--- src/rtl/vcache_req_arbiter.sv ---
// ============================================================================
// vcache_req_arbiter
//
// Purpose:
//   Shares a single vcache port among num_req_p requesters. Each cycle at most
//   one valid packet is granted using round-robin priority, and the granted
//   requester ID is recorded in an in-order ID FIFO. Because the vcache returns
//   responses in order, each response is steered to the requester whose ID is
//   at the FIFO head.
//
// Ports:
//   clk_i, reset_i     clock, synchronous active-high reset
//   req_v_i            per-requester packet valid
//   req_pkt_i          per-requester packets, requester k in slice k
//   req_ready_o        one-hot grant (accept when req_v_i[k] & req_ready_o[k])
//   cache_v_o          packet valid to the vcache (vcache v_i)
//   cache_pkt_o        granted packet
//   cache_ready_i      vcache ready_o
//   cache_v_i          vcache response valid (vcache v_o)
//   cache_data_i       vcache response data
//   cache_yumi_o       response consumed (vcache yumi_i)
//   resp_v_o           one-hot response valid
//   resp_data_o        response data, broadcast to all requesters
//   resp_yumi_i        per-requester response accept (only the head's bit matters)
//   grant_count_o      per-requester 32-bit grant counters, requester k in slice k
//
// Configuration:
//   VCACHE_REQ_ARBITER_STATS_EN  when defined, builds saturating per-requester
//                                grant counters; otherwise grant_count_o is 0.
// ============================================================================
module vcache_req_arbiter #(
    parameter int num_req_p         = 4,
    parameter int cache_pkt_width_p = 64,
    parameter int data_width_p      = 32,
    parameter int id_fifo_els_p     = 4
) (
    input  logic                                   clk_i,
    input  logic                                   reset_i,
    input  logic [num_req_p-1:0]                   req_v_i,
    input  logic [num_req_p*cache_pkt_width_p-1:0] req_pkt_i,
    output logic [num_req_p-1:0]                   req_ready_o,
    output logic                                   cache_v_o,
    output logic [cache_pkt_width_p-1:0]           cache_pkt_o,
    input  logic                                   cache_ready_i,
    input  logic                                   cache_v_i,
    input  logic [data_width_p-1:0]                cache_data_i,
    output logic                                   cache_yumi_o,
    output logic [num_req_p-1:0]                   resp_v_o,
    output logic [data_width_p-1:0]                resp_data_o,
    input  logic [num_req_p-1:0]                   resp_yumi_i,
    output logic [num_req_p*32-1:0]                grant_count_o
);

    localparam int lg_num_req_lp = $clog2(num_req_p);
    localparam int lg_fifo_els_lp = $clog2(id_fifo_els_p);
    localparam logic [lg_fifo_els_lp:0] fifo_full_lp = (lg_fifo_els_lp+1)'(id_fifo_els_p);

    typedef logic [lg_num_req_lp-1:0]  id_t;
    typedef logic [lg_fifo_els_lp-1:0] ptr_t;
    typedef logic [lg_fifo_els_lp:0]   cnt_t;

    id_t  rr_ptr_q, rr_ptr_d;
    ptr_t rd_ptr_q, rd_ptr_d;
    ptr_t wr_ptr_q, wr_ptr_d;
    cnt_t count_q, count_d;
    id_t  id_mem_q [id_fifo_els_p];
    id_t  id_mem_d [id_fifo_els_p];

    logic [cache_pkt_width_p-1:0] req_pkt_arr [num_req_p];

    id_t  winner;
    id_t  cand;
    logic found;
    logic can_issue;
    logic grant;
    id_t  head;
    logic resp_ok;
    logic pop;

    for (genvar g = 0; g < num_req_p; g++) begin : g_unpack
        assign req_pkt_arr[g] = req_pkt_i[g*cache_pkt_width_p +: cache_pkt_width_p];
    end

    // Round-robin winner search starting at rr_ptr_q. Push is gated on the
    // registered count only, so a same-cycle pop never opens a slot; this keeps
    // resp_yumi_i out of the combinational path to req_ready_o.
    always_comb begin
        found     = 1'b0;
        winner    = '0;
        cand      = '0;
        for (int i = 0; i < num_req_p; i++) begin
            cand = id_t'((int'(rr_ptr_q) + i) % num_req_p);
            if (!found && req_v_i[cand]) begin
                found  = 1'b1;
                winner = cand;
            end
        end
        can_issue   = cache_ready_i && (count_q != fifo_full_lp);
        grant       = can_issue && found;
        req_ready_o = '0;
        if (grant) begin
            req_ready_o[winner] = 1'b1;
        end
        cache_v_o   = grant;
        cache_pkt_o = req_pkt_arr[winner];
    end

    // Response steering: the FIFO head names the requester owning the
    // in-order response. A response with an empty FIFO is dropped.
    always_comb begin
        head         = id_mem_q[rd_ptr_q];
        resp_ok      = cache_v_i && (count_q != '0);
        resp_v_o     = '0;
        if (resp_ok) begin
            resp_v_o[head] = 1'b1;
        end
        resp_data_o  = cache_data_i;
        cache_yumi_o = resp_ok && resp_yumi_i[head];
        pop          = cache_yumi_o;
    end

    // Next-state for the round-robin pointer and ID FIFO.
    always_comb begin
        rr_ptr_d = rr_ptr_q;
        wr_ptr_d = wr_ptr_q;
        rd_ptr_d = rd_ptr_q;
        count_d  = count_q;
        id_mem_d = id_mem_q;
        if (grant) begin
            rr_ptr_d = (winner == id_t'(num_req_p-1)) ? '0 : winner + 1'b1;
            id_mem_d[wr_ptr_q] = winner;
            wr_ptr_d = wr_ptr_q + 1'b1;
        end
        if (pop) begin
            rd_ptr_d = rd_ptr_q + 1'b1;
        end
        if (grant && !pop) begin
            count_d = count_q + 1'b1;
        end else if (!grant && pop) begin
            count_d = count_q - 1'b1;
        end
    end

    always_ff @(posedge clk_i) begin
        if (reset_i) begin
            rr_ptr_q <= '0;
            rd_ptr_q <= '0;
            wr_ptr_q <= '0;
            count_q  <= '0;
            id_mem_q <= '{default: '0};
        end else begin
            rr_ptr_q <= rr_ptr_d;
            rd_ptr_q <= rd_ptr_d;
            wr_ptr_q <= wr_ptr_d;
            count_q  <= count_d;
            id_mem_q <= id_mem_d;
        end
    end

`ifdef VCACHE_REQ_ARBITER_STATS_EN
    logic [31:0] grant_cnt_q [num_req_p];
    logic [31:0] grant_cnt_d [num_req_p];

    // Saturating per-requester grant counters.
    always_comb begin
        grant_cnt_d = grant_cnt_q;
        if (grant && (grant_cnt_q[winner] != 32'hFFFF_FFFF)) begin
            grant_cnt_d[winner] = grant_cnt_q[winner] + 32'd1;
        end
    end

    always_ff @(posedge clk_i) begin
        if (reset_i) begin
            grant_cnt_q <= '{default: '0};
        end else begin
            grant_cnt_q <= grant_cnt_d;
        end
    end

    for (genvar g = 0; g < num_req_p; g++) begin : g_stats
        assign grant_count_o[g*32 +: 32] = grant_cnt_q[g];
    end
`else
    assign grant_count_o = '0;
`endif

`ifndef SYNTHESIS
    always_ff @(posedge clk_i) begin
        if (!reset_i) begin
            assert ($onehot0(req_ready_o))
                else $error("vcache_req_arbiter: req_ready_o not onehot0");
            assert ($onehot0(resp_v_o))
                else $error("vcache_req_arbiter: resp_v_o not onehot0");
            if (cache_v_i && (count_q == '0)) begin
                $error("vcache_req_arbiter: response with empty ID FIFO");
            end
        end
    end
`endif

endmodule

--- config.mk ---
export PLATFORM = sky130hd
export DESIGN_NAME = vcache_req_arbiter
export DESIGN_NICKNAME = d
export VERILOG_FILES = /design/src/rtl/vcache_req_arbiter.sv
export SDC_FILE = /design/constraint.sdc
export NUM_CORES = 1
export LEC_CHECK = 0
export BUFFER_PORTS_ARGS = -buffer_cell sky130_fd_sc_hd__clkbuf_2
export CORE_AREA = 3 3 208 210
export DETAILED_ROUTE_END_ITERATION = 8
export DIE_AREA = 0 0 211 213
export PLACE_DENSITY_LB_ADDON = 0.25
export SLEW_MARGIN = 20
export SYNTH_ARGS = -nofsm -noshare
export SYNTH_HDL_FRONTEND = slang
export SYNTH_SLANG_ARGS = --single-unit
--- constraint.sdc ---
create_clock -name clk_i -period 3.8 [get_ports clk_i]
set_input_delay 0.19 -clock clk_i [delete_from_list [all_inputs] [get_ports clk_i]]
set_output_delay 0.19 -clock clk_i [all_outputs]
set_load 0.02 [all_outputs]
## Yosys cells after proc, flatten, opt, wreduce, memory -nomap -nowiden

Cells that the tools add are included.

| cells by class | value |
|---|---|
| $add $sub $neg | 8 |
| eq/ne operators | 2 |
| magnitude comparators | 12 |
| reductions and logical operators | 19 |
| muxes and demuxes | 36 |
| bitwise gates (word level) | 3 |

Operator list:

| kind | count |
|---|---|
| 64-bit binary-select mux with 2-bit select | 1 |
| 64-bit two-way mux | 2 |
| 2-bit by 3-bit less-than comparator with 1-bit output (second input constant) | 6 |
| 2-bit two-way mux | 8 |
| 1-bit logical AND | 12 |
| 1-bit two-way mux | 11 |
| 1-bit binary-select mux with 2-bit select | 5 |
| 3-bit greater-or-equal comparator (second input constant) | 3 |
| 2-bit inverter with 3-bit output | 3 |
| 2-bit by 1-bit adder with 2-bit output (second input constant) | 4 |
| 8-bit bitwise mux | 1 |
| 4-bit two-way mux | 2 |
| 3-bit two-way mux | 2 |
| 1-bit zero test | 5 |
| 2-bit adder (second input constant) | 2 |
| 2-bit binary-select mux with 2-bit select | 1 |
| 1-bit demux with 2-bit select | 2 |
| 2-bit demux with 2-bit select | 1 |
| 2-bit by 1-bit greater-or-equal comparator with 1-bit output (second input constant) | 2 |
| 3-bit by 1-bit adder with 3-bit output (second input constant) | 1 |
| 3-bit by 1-bit less-than comparator with 1-bit output (second input constant) | 1 |
| 3-bit inequality test (second input constant) | 1 |
| 3-bit nonzero test | 1 |
| 3-bit by 1-bit subtractor with 3-bit output (second input constant) | 1 |
| 2 further kinds | 2 |

| word-level totals | value |
|---|---|
| register bits | 17 |
| output and inout port bits | 234 |

## Longest topological paths before layout

Gate-level depths: netlist (run 1).

| depth | value |
|---|---|
| depth in word-level cells | 17 |
| depth in mapped cells | 10 |
| mapped depth without buffers | 10 |

## Least setup slack after synthesis (run 1)

OpenSTA, ideal clock, no wires.

| path | value |
|---|---|
| path type | flip-flop to flip-flop |
| from | register rd_ptr_q[0] |
| to | register count_q[2] |
| arrival | 2599 ps |
| slack | 1131 ps |
| period minus slack after synthesis | 2669 ps |
| stages on the path, launching flop included | 11 |
| cells stage by stage | dfxtp_1 mux4_2 mux2i_1 o22ai_2 inv_1 ha_1 inv_1 fa_1 xor2_1 or3_1 a21oi_1 |

| on the way | value |
|---|---|
| word-level cells in the longest chain between the ends | 10 |
| elaborated cells on any way between the ends | 12 |
| those cells by class | 6 x mux; 1 x bitwise; 5 x reduce/logical |

RTL lines:

| item | RTL line | text |
|---|---|---|
| from (decl) | 63 | `ptr_t rd_ptr_q, rd_ptr_d;` |
| from (signal assigned) | 153 | `rd_ptr_q <= rd_ptr_d;` |
| 2-bit inverter with 3-bit output (implied by the code) (*) | 111 | `head = id_mem_q[rd_ptr_q];` |
| 2-bit binary-select mux with 2-bit select (*) | 111 |  |
| 2-bit two-way mux (implied by the code) (*) (2 in series) | 111 |  |
| 1-bit binary-select mux with 2-bit select (*) | 118 | `cache_yumi_o = resp_ok && resp_yumi_i[head];` |
| 1-bit two-way mux (implied by the code) (*) | 118 |  |
| 1-bit logical AND (*) | 118 |  |
| net cache_yumi_o | 47 | `output logic cache_yumi_o,` |
| 1-bit zero test | 137 | `if (grant && !pop) begin` |
| 1-bit logical AND | 137 |  |
| 3-bit two-way mux or 2-bit nonzero test (tied branches) | - |  |
| to (signal assigned) | 155 | `count_q <= count_d;` |
| to (decl) | 65 | `cnt_t count_q, count_d;` |

The timed path passes the listed nets; every way through them passes the cells marked *. The select of a mux whose other input is x is not followed.
A chain may end at the register's enable or synchronous reset.

## Worst setup path in the final report (run 1)

| path | value |
|---|---|
| from | register rr_ptr_q[1] |
| to | output port cache_pkt_o[37] |

| on the way | value |
|---|---|
| word-level cells in the longest chain between the ends | 16 |
| elaborated cells on any way between the ends | 28 |
| those cells by class | 3 x add/sub; 18 x mux; 1 x bitwise; 6 x reduce/logical |

RTL lines:

| item | RTL line | text |
|---|---|---|
| from (decl) | 62 | `id_t rr_ptr_q, rr_ptr_d;` |
| from (signal assigned) | 152 | `rr_ptr_q <= rr_ptr_d;` |
| parallel branches: the longest is 11 deep, another holds 2-bit by 1-bit adder with 2-bit output | - |  |
| 2-bit two-way mux (*) | 93 | `if (!found && req_v_i[cand]) begin` |
| 2-bit inverter with 3-bit output (implied by the code) (*) | 105 | `cache_pkt_o = req_pkt_arr[winner];` |
| 64-bit binary-select mux with 2-bit select (*) | 105 |  |
| 64-bit two-way mux (implied by the code) (*) (2 in series) | 105 |  |
| to (decl) | 43 | `output logic [cache_pkt_width_p-1:0] cache_pkt_o,` |

Every way passes the cells marked *. The select of a mux whose other input is x is not followed.

==> impl_metrics.env, run 1 <==
export IMPL_pre_cts_slack_ns=1.00
export IMPL_std_cell_rows=75
export IMPL_ys_flop_type="dfxtp_1"
export IMPL_die_h_um=213
export IMPL_outcome="completed"
export IMPL_rsz0062_at_grt="false"
export IMPL_p_int_mw=1.13
export IMPL_post_cts_resized=0
export IMPL_worstSkewPairLatency_ns=0.25
export IMPL_avgRoutedWirePerCell_um=12.1
export IMPL_path_max_fanout=63
export IMPL_io_pins=534
export IMPL_drt_vias_per_instance=3.03
export IMPL_layout_drive_gt1_share_pct=45.7
export IMPL_overflow=0
export IMPL_yosysWarnings=0
export IMPL_p_leak_nw=3.26
export IMPL_yosys_cell_count_top_type="mux2i_1"
export IMPL_dr_pass1_iters=4
export IMPL_start_kind="register"
export IMPL_synth_top_area_cell="mux2i_1"
export IMPL_die_w_um=211
export IMPL_critical_path_required_ns=3.61
export IMPL_core_um2=41800
export IMPL_cts_sinks=17
export IMPL_cp_end_kind="output pin"
export IMPL_yosys_register_bits=17
export IMPL_ys_seq_area_share_pct=7.93
export IMPL_powerDensity_nw_per_um2=397
export IMPL_hp_class="in2out"
export IMPL_finalNonFillerCells=1322
export IMPL_hold_buffers=0
export IMPL_antenna_found_initial=0
export IMPL_io_buffers=341
export IMPL_cts_setup_buffers=0
export IMPL_synth_top_area_share_pct=47.8
export IMPL_nNetsFinal=1094
export IMPL_clkPwrFrac_pct=8.8
export IMPL_slew_headroom_pct=34.6
export IMPL_maxSlewViolCount=0
export IMPL_synthTopCellsByCount="mux2i_1, buf_4, nor2_1"
export IMPL_h_tree_depth=1
export IMPL_n_fill_cell=4803
export IMPL_clk_pin_slew_ns=0.05
export IMPL_vdd_drop_max_uv=181
export IMPL_tightestPinTransition_ns=0.980
export IMPL_clock_root_buffer="clkbuf_16"
export IMPL_avgSynthCellArea_um2=8.79
export IMPL_die_area_um2=44900
export IMPL_grt_pass1_vias=3839
export IMPL_period_needed_ns=2.99
export IMPL_grt_pass1_wl_mm=22.1
export IMPL_initialDrtViolationCount=72
export IMPL_place_congestion=0.715
export IMPL_cts_tree="yes"
export IMPL_synthTopCellsByArea="mux2i_1, buf_4, dfxtp_1"
export IMPL_syn_to_final_growth_pct=40.1
export IMPL_routed_wl_mm=16.0
export IMPL_cts_buffers=3
export IMPL_switchingPower_mw=1.25
export IMPL_synth_edf_count=0
export IMPL_tns_ns=0
export IMPL_final_antenna_net_count=0
export IMPL_start_util_pct=10.3
export IMPL_seqPwrFrac_pct=10.8
export IMPL_synth_cell_types=34
export IMPL_vias=4001
export IMPL_track_usage_pct=6.25
export IMPL_switching_share_pct=52.6
export IMPL_dpl_hpwl_mm=14.3
export IMPL_clockBufferDepth=2
export IMPL_max_freq_mhz=334
export IMPL_comb_power_share_pct=80.4
export IMPL_drc=0
export IMPL_final_hold_viol_count=0
export IMPL_grt_start_max_net_pins=64
export IMPL_arrival_ns=2.80
export IMPL_synth_area_um2=4290
export IMPL_setup_violations_final=0
export IMPL_async_flop_share_pct=0
export IMPL_fin_crit_sh_pct=78.8
export IMPL_power_mw=2.39
export IMPL_max_cap_violations=0
export IMPL_syn_inst=488
export IMPL_skew_ns=0.00348
export IMPL_dp_cells=1318
export IMPL_crit_type="reg2out"
export IMPL_antenna_cells=0
export IMPL_worst_slack_ns=0.805
[power by group through the flow]
stage / registers, mW / clock network, mW / logic, mW
CTS: 0.259 / 0.216 / 1.96
global route: 0.267 / 0.225 / 2.08
global placement: 0.262 / 0 / 1.96
detailed placement: 0.264 / 0 / 1.95
floorplan: 0.251 / 0 / 1.49
finish: 0.259 / 0.210 / 1.92
[cells by family (layout without fill, tap and decap cells)]
group / count (synthesis) / count (layout) / synth area share, %
AO/OA/AOI/OAI: 15 / 15 / 2.45
other: 1 / 128 / 0.0874
adder cells (fa/ha/maj): 10 / 10 / 3.09
flip-flops: 17 / 17 / 7.93
AND/OR/NAND/NOR: 39 / 39 / 4.46
buffers and inverters: 195 / 363 / 32.2
XOR/XNOR: 4 / 4 / 0.817
multiplexers: 207 / 207 / 49.0
[sequential cells by signal (all words and copies together) (netlist names)]
register,count
rr_ptr_q,2
wr_ptr_q,2
id_mem_q,8
count_q,3
rd_ptr_q,2
[worst paths after layout]
kind         slack, ns         endpoint  cells after the start        startpoint
max reg2reg       1.00       count_q[2]                     10       rd_ptr_q[0]
min               0.38  resp_data_o[13]                      0  cache_data_i[13]
max               0.81  cache_pkt_o[37]                      8       rr_ptr_q[1]
min reg2reg       0.49      id_mem_q[3]                      2       id_mem_q[3]
[placed cells by master, fill, tap and decap left out, types with 2 or more instances in the layout]
| master | n |
|---|---|
| xnor2_1 | 2 |
| o22ai_1 | 2 |
| conb_1 | 128 |
| xor2_1 | 2 |
| mux2i_1 | 205 |
| a21oi_1 | 5 |
| clkbuf_16 | 3 |
| nor2_1 | 20 |
| nand2b_1 | 4 |
| dfxtp_1 | 17 |
| nand2_1 | 5 |
| and2_1 | 4 |
| buf_4 | 4 |
| clkbuf_2 | 341 |
| buf_12 | 4 |
| ha_1 | 9 |
| inv_1 | 9 |
[worst max-delay path, cell delays in order, from the launching register on]
cell and delay, ns:
dfxtp_1 0.45, a21o_1 0.15, a21oi_1 0.06, o22ai_1 0.46, inv_6 0.40, buf_12 0.32, mux2i_1 0.14, mux2i_1 0.27
clkbuf_2 0.23
[cell type report]
class | count | area [um^2] | share of cell area, %
flip-flops and latches | 17 | 340 | 5.66
inverters | 10 | 42.5 | 0.708
multi-input cells | 403 | 3060 | 50.9
repair buffers | 349 | 1820 | 30.2
clock buffers | 4 | 78.8 | 1.31
well taps | 539 | 674 | 11.2
[stage by stage]
stage | hold slack (ns) | instance area, um^2 | utilization [%]
final | 0.380 | 6010 | 14.4
after global routing | 0.380 | 6010 | 14.4
after global placement | 0.380 | 5930 | 14.2
after floorplan | 0.455 | 4770 | -
after CTS | 0.380 | 6010 | 14.4
after detailed placement | 0.380 | 5930 | 14.2
[layer usage]
metal	GRT usage, %	share of wire (%)
met5	0	0
met4	0.393	0.13
met3	1.79	8.5
met2	11.7	53
met1	7.42	39
Note: power is estimated with default switching activity, not from simulation.
==> inputs of run 2 (changes only) <==
- CORE_AREA: 3 3 208 210 -> 3 3 207 209
- DIE_AREA: 0 0 211 213 -> 0 0 210 212
- clock period: 3.8 -> 3.05 ns (I/O delays scaled with it)
==> impl_metrics.env, run 2 (synthesized netlist as in run 1, its figures left out) <==
export IMPL_dpl_hpwl_mm=13.6
export IMPL_p_int_mw=1.41
export IMPL_final_hold_viol_count=0
export IMPL_maxSlewViolCount=0
export IMPL_io_buffers=341
export IMPL_worst_slack_ns=0.286
export IMPL_dr_pass1_iters=3
export IMPL_drt_vias_per_instance=3.07
export IMPL_h_tree_depth=1
export IMPL_start_kind="register"
export IMPL_outcome="completed"
export IMPL_finalNonFillerCells=1318
export IMPL_syn_to_final_growth_pct=40.2
export IMPL_track_usage_pct=6.00
export IMPL_power_mw=2.98
export IMPL_clk_pin_slew_ns=0.05
export IMPL_seqPwrFrac_pct=10.8
export IMPL_final_antenna_net_count=0
export IMPL_clkPwrFrac_pct=8.9
export IMPL_grt_pass1_wl_mm=21.3
export IMPL_nNetsFinal=1097
export IMPL_switching_share_pct=52.6
export IMPL_rsz0062_at_grt="false"
export IMPL_routed_wl_mm=15.1
export IMPL_std_cell_rows=74
export IMPL_setup_violations_final=0
export IMPL_grt_pass1_vias=3993
export IMPL_period_needed_ns=2.76
export IMPL_layout_drive_gt1_share_pct=46.1
export IMPL_cts_sinks=17
export IMPL_tns_ns=0
export IMPL_p_leak_nw=3.27
export IMPL_post_cts_resized=0
export IMPL_cts_setup_buffers=0
export IMPL_hold_buffers=0
export IMPL_switchingPower_mw=1.57
export IMPL_largest_register="id_mem_q"
export IMPL_pre_cts_slack_ns=0.259
export IMPL_die_area_um2=44500
export IMPL_grt_start_max_net_pins=62
export IMPL_drc=0
export IMPL_path_max_fanout=5
export IMPL_initialDrtViolationCount=54
export IMPL_cts_buffers=3
export IMPL_clock_root_buffer="clkbuf_16"
export IMPL_holdWs_ns=0.305
export IMPL_antenna_cells=0
export IMPL_antenna_found_initial=0
export IMPL_cp_end_kind="register"
export IMPL_skew_ns=0.00447
export IMPL_die_h_um=212
export IMPL_clockBufferDepth=2
export IMPL_max_freq_mhz=362
export IMPL_largest_reg_flops=8
export IMPL_comb_power_share_pct=80.3
export IMPL_die_w_um=210
export IMPL_arrival_ns=2.94
export IMPL_place_congestion=0.752
export IMPL_start_util_pct=10.5
export IMPL_reg_top3="id_mem_q x8, count_q x3"
export IMPL_dp_cells=1314
export IMPL_fin_crit_sh_pct=90.6
export IMPL_worstSkewPairLatency_ns=0.25
export IMPL_hp_class="in2out"
export IMPL_max_cap_violations=0
export IMPL_cts_tree="yes"
export IMPL_slew_headroom_pct=36.7
export IMPL_critical_path_required_ns=3.23
export IMPL_vias=4041
export IMPL_powerDensity_nw_per_um2=495
export IMPL_overflow=0
export IMPL_final_cell_mix="clkbuf_2, mux2i_1, conb_1"
export IMPL_core_um2=41000
export IMPL_mostFrequentLayoutCell="clkbuf_2"
export IMPL_io_pins=534
export IMPL_tightestPinTransition_ns=0.948
export IMPL_avgRoutedWirePerCell_um=11.5
export IMPL_vdd_drop_max_uv=205
export IMPL_crit_type="reg2reg"
[run 2: cell count changes in the layout (fill, tap and decap cells not counted)]
cell        change
buf_4           +4
buf_12          -1
clkbuf_1        -1
clkinvlp_4      +1
[run 2: stage by stage]
| stage | util [%] | area (um^2) |
|---|---|---|
| after floorplan | - | 4770 |
| after global placement | 14.5 | 5930 |
| after detailed placement | 14.5 | 5930 |
| after CTS | 14.7 | 6010 |
| after global routing | 14.7 | 6010 |
| final | 14.7 | 6010 |
[run 2: worst paths after layout]
check              startpoint              end  slack, ns  cells after the start
min          cache_data_i[13]  resp_data_o[13]       0.31                      0
min reg2reg       id_mem_q[5]      id_mem_q[5]       0.49                      2
max               rd_ptr_q[0]       count_q[2]       0.29                     10
max reg2reg       rd_ptr_q[0]       count_q[2]       0.29                     10
[run 2: routing by layer]
metal	wire length, um	global-route usage (%)
met2	7930	11.2
met5	0	0
met3	1270	1.40
met4	484	2.05
met1	5440	6.72
[run 2: layout make-up]
| type | count | area [um^2] |
|---|---|---|
| Clock inverter | 1 | 7.51 |
| Sequential cell | 17 | 340 |
| Clock buffer | 3 | 75.1 |
| Fill cell | 4776 | 35000 |
| Timing Repair Buffer | 352 | 1830 |
| Tap cell | 532 | 666 |
| Multi-Input combinational cell | 403 | 3060 |
| Inverter | 10 | 42.5 |
[run 2: power groups by stage]
stage	registers [mW]	clock network [mW]	logic, mW
after floorplan	0.312	0	1.86
after global placement	0.325	0	2.44
after detailed placement	0.327	0	2.43
after CTS	0.322	0.276	2.44
after global routing	0.329	0.288	2.60
final	0.322	0.266	2.39
[run 2: worst max-delay path, stage by stage (launching register included)]
cell and delay, ns:
dfxtp_1 0.45, mux4_2 0.61, mux2i_1 0.22, o22ai_2 0.15
inv_1 0.07, ha_1 0.16, inv_1 0.06, fa_1 0.37
xor2_1 0.15, or3_1 0.31, a21oi_1 0.13
